<file path="config.mk">
export PLATFORM = sky130hd
export DESIGN_NAME = mips_irq_ctrl
export DESIGN_NICKNAME = d
export VERILOG_FILES = /design/src/rtl/mips_irq_ctrl.sv
export SDC_FILE = /design/constraint.sdc
export NUM_CORES = 1
export LEC_CHECK = 0
export CORE_MARGIN = 2
export CORE_UTILIZATION = 42
export CTS_CLUSTER_DIAMETER = 100
export DETAILED_ROUTE_END_ITERATION = 7
export GPL_TIMING_DRIVEN = 1
export PLACE_DENSITY = 0.74
export SYNTH_ARGS = -nofsm -noshare
export SYNTH_HDL_FRONTEND = slang
export SYNTH_SLANG_ARGS = --single-unit
</file>
<file path="constraint.sdc">
create_clock -name clk -period 1.9 [get_ports clk]
set_input_delay 0.38 -clock clk [delete_from_list [all_inputs] [get_ports clk]]
set_output_delay 0.38 -clock clk [all_outputs]
set_load 0.01 [all_outputs]
</file>
<file path="src/rtl/mips_irq_ctrl.sv">
// mips_irq_ctrl
//    Interrupt controller for the single MIPS core `interrupt` input.
//    Each external request line passes through a two-flop synchroniser.
//    Depending on EDGE_MASK, the channel is then latched as a rising edge
//    or passed through as a level. The result is masked, and the
//    lowest-index eligible channel is selected. The selected channel is
//    presented to the core through a req/ack/eoi handshake, together with
//    its vector address.
//
// Ports
//    clk        system clock, rising edge
//    reset      asynchronous, active-high; clears all state
//    irq_in     raw asynchronous request lines
//    mask_wr    mask register write strobe
//    mask_data  new mask value (1 = masked)
//    irq_ack    core accepted the request (pulse)
//    eoi        core finished the handler (pulse)
//    irq_req    request to the core
//    vec_addr   handler address of the selected channel
//    irq_id     selected channel index
//    pending    pending bits before masking
//    mask       current mask register
//    busy       high while a request is outstanding or in service
//
// FSM states
//    state      | meaning
//    ST_IDLE    | waiting for an eligible request; selects the winner
//    ST_REQ     | irq_req high, waiting for irq_ack
//    ST_SERVICE | handler running, waiting for eoi

module mips_irq_ctrl #(
    parameter int                   NUM_IRQ    = 8,
    parameter int                   ADDR_W     = 8,
    parameter logic [ADDR_W-1:0]    VEC_BASE   = 8'hE0,
    parameter int                   VEC_STRIDE = 4,
    parameter logic [NUM_IRQ-1:0]   EDGE_MASK  = '1,
    localparam int                  ID_W       = (NUM_IRQ > 2) ? $clog2(NUM_IRQ) : 1
) (
    input  logic                clk,
    input  logic                reset,
    input  logic [NUM_IRQ-1:0]  irq_in,
    input  logic                mask_wr,
    input  logic [NUM_IRQ-1:0]  mask_data,
    input  logic                irq_ack,
    input  logic                eoi,
    output logic                irq_req,
    output logic [ADDR_W-1:0]   vec_addr,
    output logic [ID_W-1:0]     irq_id,
    output logic [NUM_IRQ-1:0]  pending,
    output logic [NUM_IRQ-1:0]  mask,
    output logic                busy
);

    typedef enum logic [1:0] {
        ST_IDLE,
        ST_REQ,
        ST_SERVICE
    } state_t;

    state_t               state_q,   state_d;
    logic [NUM_IRQ-1:0]   s1_q,      s1_d;
    logic [NUM_IRQ-1:0]   s2_q,      s2_d;
    logic [NUM_IRQ-1:0]   s2_prev_q, s2_prev_d;
    logic [NUM_IRQ-1:0]   pend_q,    pend_d;
    logic [NUM_IRQ-1:0]   mask_q,    mask_d;
    logic [ID_W-1:0]      id_q,      id_d;
    logic [ADDR_W-1:0]    vec_q,     vec_d;

    logic [NUM_IRQ-1:0]   edge_set;
    logic [NUM_IRQ-1:0]   pending_w;
    logic [NUM_IRQ-1:0]   eligible;
    logic [NUM_IRQ-1:0]   ack_clr;
    logic [ID_W-1:0]      winner;
    logic [ADDR_W-1:0]    vec_sel;

    // Input path, pending and mask
    always_comb begin
        s1_d      = irq_in;
        s2_d      = s1_q;
        s2_prev_d = s2_q;

        edge_set  = s2_q & ~s2_prev_q & EDGE_MASK;
        // The edge being latched this cycle is already reported, so pending
        // becomes visible on the same edge that the synchroniser output rises.
        pending_w = (EDGE_MASK & (pend_q | edge_set)) | (~EDGE_MASK & s2_q);
        eligible  = pending_w & ~mask_q;

        // Scan from high to low so that the lowest eligible index is the
        // last one written.
        winner = '0;
        for (int i = NUM_IRQ - 1; i >= 0; i--) begin
            if (eligible[i]) begin
                winner = ID_W'(i);
            end
        end
        vec_sel = VEC_BASE + ADDR_W'(winner) * ADDR_W'(VEC_STRIDE);

        mask_d = mask_wr ? mask_data : mask_q;

        // A new edge arriving in the same cycle as the ack re-arms the
        // channel, because the set term is applied after the clear.
        pend_d = ((pend_q & ~ack_clr) | edge_set) & EDGE_MASK;
    end

    // FSM next state
    always_comb begin
        state_d = state_q;
        id_d    = id_q;
        vec_d   = vec_q;
        ack_clr = '0;
        case (state_q)
            ST_IDLE: begin
                if (|eligible) begin
                    id_d    = winner;
                    vec_d   = vec_sel;
                    state_d = ST_REQ;
                end
            end
            ST_REQ: begin
                if (irq_ack) begin
                    for (int i = 0; i < NUM_IRQ; i++) begin
                        if (ID_W'(i) == id_q) begin
                            ack_clr[i] = 1'b1;
                        end
                    end
                    state_d = ST_SERVICE;
                end
            end
            ST_SERVICE: begin
                if (eoi) begin
                    state_d = ST_IDLE;
                end
            end
            default: state_d = ST_IDLE;
        endcase
    end

    always_ff @(posedge clk or posedge reset) begin
        if (reset) begin
            state_q   <= ST_IDLE;
            s1_q      <= '0;
            s2_q      <= '0;
            s2_prev_q <= '0;
            pend_q    <= '0;
            mask_q    <= '1;
            id_q      <= '0;
            vec_q     <= VEC_BASE;
        end else begin
            state_q   <= state_d;
            s1_q      <= s1_d;
            s2_q      <= s2_d;
            s2_prev_q <= s2_prev_d;
            pend_q    <= pend_d;
            mask_q    <= mask_d;
            id_q      <= id_d;
            vec_q     <= vec_d;
        end
    end

    assign irq_req  = (state_q == ST_REQ);
    assign busy     = (state_q != ST_IDLE);
    assign irq_id   = id_q;
    assign vec_addr = vec_q;
    assign pending  = pending_w;
    assign mask     = mask_q;

endmodule

</file>
==> results_dict.tcl <==
set metrics [dict create \
    cts.path.max_buffers 2 \
    crit_fanout 4 \
    antenna_found_initial 0 \
    synth_edf_count 0 \
    finalSetupViolCount 0 \
    layout_common_cells "clkdlybuf4s50_1 (39), dfrtp_1 (37), nand2_1 (18)" \
    cts_num_sinks 45 \
    hpwl_um 2490 \
    slowest_stage "clkdlybuf4s50_1" \
    maxCapViolCount 0 \
    fin_crit_sh_pct 97.1 \
    reg2reg_depth 4 \
    end_kind "output port" \
    worstSetupPathType "reg2out" \
    rows 23 \
    antennaDiodeCount 0 \
    layout.cells.most_common "clkdlybuf4s50_1" \
    ys_seq_area_share_pct 64.6 \
    rsz0062_at_grt "false" \
    wl_per_cell_um 14.2 \
    ir_worst_vdd_mv 0.692 \
    start_util_pct 43.9 \
    htree_levels 2 \
    grt_pass1_vias 1248 \
    core_area_um2 4000 \
    hold_depth 0 \
    gp_congestion 0.801 \
    hold_path_startpoint "s1_q[5]$_DFF_PP0_" \
    hold_end "s2_prev_d[5]$_DFF_PP0_" \
    path_cells "nor2b_4, clkdlybuf4s50_1" \
    cts_tree "built" \
    critical_path_arrival_ns 1.46 \
    hold_viol_final 0 \
    min_period_ns 1.84 \
    grt_pass1_wl_um 5640 \
    synth-seq-cells 45 \
    hp-class "reg2reg" \
    post-route-util_pct 60.0 \
    die_area_um2 4720 \
    port-buffer-count 44 \
    clk_pin_slew_ns 0.08 \
    cpPeakStageDelay_ns 0.55 \
    powerDensity_nw_per_um2 1210 \
    dr.first_iter.drc_count 40 \
    ys_types 26 \
    num-nets-final 215 \
    finalMaxSlewViolations 0 \
    rr_startpoint "mask[4]$_DFFE_PP1P_" \
    worstReg2RegEnd "irq_id[1]$_DFFE_PP0P_" \
    tns_ns 0 \
    drc 0 \
    postRouteAntennaNets 0 \
    gr-total-overflow 0 \
    avgSynthCellArea_um2 12.0 \
    post_dp_cell_area_um2 2240 \
    track_usage_pct 17.0 \
    yosys_warnings 0 \
    clk_latency_ns 0.30 \
    drive_gt1_share_pct 20.5 \
    grt_max_degree 46 \
    first_pass_iters 4 \
    p_leak_uw 0.00106 \
    vias 1207 \
    regToRegSetupSlack_ns 0.07 \
    cts_buffers 5 \
    vias_per_cell 4.93 \
    syn_area_um2 1760 \
    synth_flop_cell "dfrtp_1" \
    fin_area_um2 2400 \
    cp-startpoint "state_q[1]$_DFFE_PP0P_" \
    required_ns 1.52 \
    cts-root-buf "clkbuf_8" \
    wirelength_um 3480 \
    synthArstFlopShare_pct 100 \
    clock-skew-final_ns 0.00489 \
    area_growth_pct 36.5 \
    die_h_um 68.7 \
    netlist_instances 146 \
    critPathLaunchType "register" \
    die_width_um 68.7 \
    ios 50 \
    status "completed" \
    fmax_ghz 0.542 \
]
-- Yosys cell counts (2+ instances only) --
cell type | number | area, um^2
conb_1 | 2 | 7.51
a21o_1 | 4 | 30.0
mux2_2 | 8 | 90.1
a21oi_2 | 2 | 17.5
a21oi_1 | 10 | 50.1
nand2b_1 | 5 | 31.3
dfstp_2 | 8 | 210
o211ai_1 | 2 | 15.0
dfrtp_1 | 37 | 926
inv_1 | 11 | 41.3
nand2b_2 | 4 | 35.0
o21ai_0 | 10 | 50.1
nor2_1 | 4 | 15.0
or4_4 | 2 | 22.5
nand2_1 | 18 | 67.6
buf_4 | 8 | 60.1
nor3_1 | 2 | 10.0
-- layout make-up --
class | instances | area (um^2)
Timing Repair Buffer | 47 | 488
Fill cell | 350 | 1600
Tap cell | 50 | 62.6
Sequential cell | 45 | 1140
Clock inverter | 3 | 65.1
Clock buffer | 5 | 68.8
Inverter | 11 | 41.3
Multi-Input combinational cell | 84 | 538
-- what timing repair did --
item	4_1_cts	5_1_grt
hold buffers	0	0
buffers inserted	0	0
gates resized for setup	1	7
endpoints found under the setup margin	1	7
-- metal layers --
layer  routed length [um]  vias up  GRT usage, %
met3                  194       11          5.52
met5                    0        -             0
met2                 1690       39          25.7
met1                 1510      592          21.3
li1                     -      565             -
met4                   89        0          9.80
-- worst max-delay path: cells and delay by family (launching register included) --
family,cells,cell delay [ns]
flip-flops,1,0.44
AND/OR/NAND/NOR,1,0.17
buffers and inverters,1,0.55
-- metrics by stage --
stage	worst slack [ns]	hold slack [ns]	total power, uW	instances
floorplan	0.142	0.331	1670	149
detailed placement	0.0923	0.336	2070	237
CTS	0.0211	0.354	2920	245
global placement	0.163	0.332	2030	237
finish	0.0555	0.350	2910	245
global route	0.000989	0.358	3060	245
-- cell families (layout without fill, tap and decap cells) --
logic type	after synthesis	in the layout	synth area share (%)
flops	45	45	64.6
compound gates	31	31	11.1
buf+inv	20	66	5.98
mux	9	9	5.77
other cells	2	5	0.427
simple gates	39	39	12.1
-- sequential cells by signal (all words and copies together), names as in the netlist --
register and flops:
irq_id 3, mask 8, pend_q 8, s1_q 8
s2_prev_d 8, s2_prev_q 8, state_q 2
-- where the power goes --
group / internal, uW / switching, uW
sequential: 1110 / 129
combinational: 447 / 391
clock: 522 / 319
total: 2080 / 839
-- how the worst max path moves through the flow --
stage,slack [ns],to,depth (start not counted)
4_1_cts,0.02,mask[5],2
3_3_place_gp,0.16,irq_id[1]$_DFFE_PP0P_,4
5_1_grt,0.001,irq_req,2
2_1_floorplan,0.14,irq_id[1]$_DFFE_PP0P_,4
3_5_place_dp,0.09,irq_id[1]$_DFFE_PP0P_,4
6_report,0.06,irq_req,2
No activity file was read; power rests on OpenSTA's default activity.
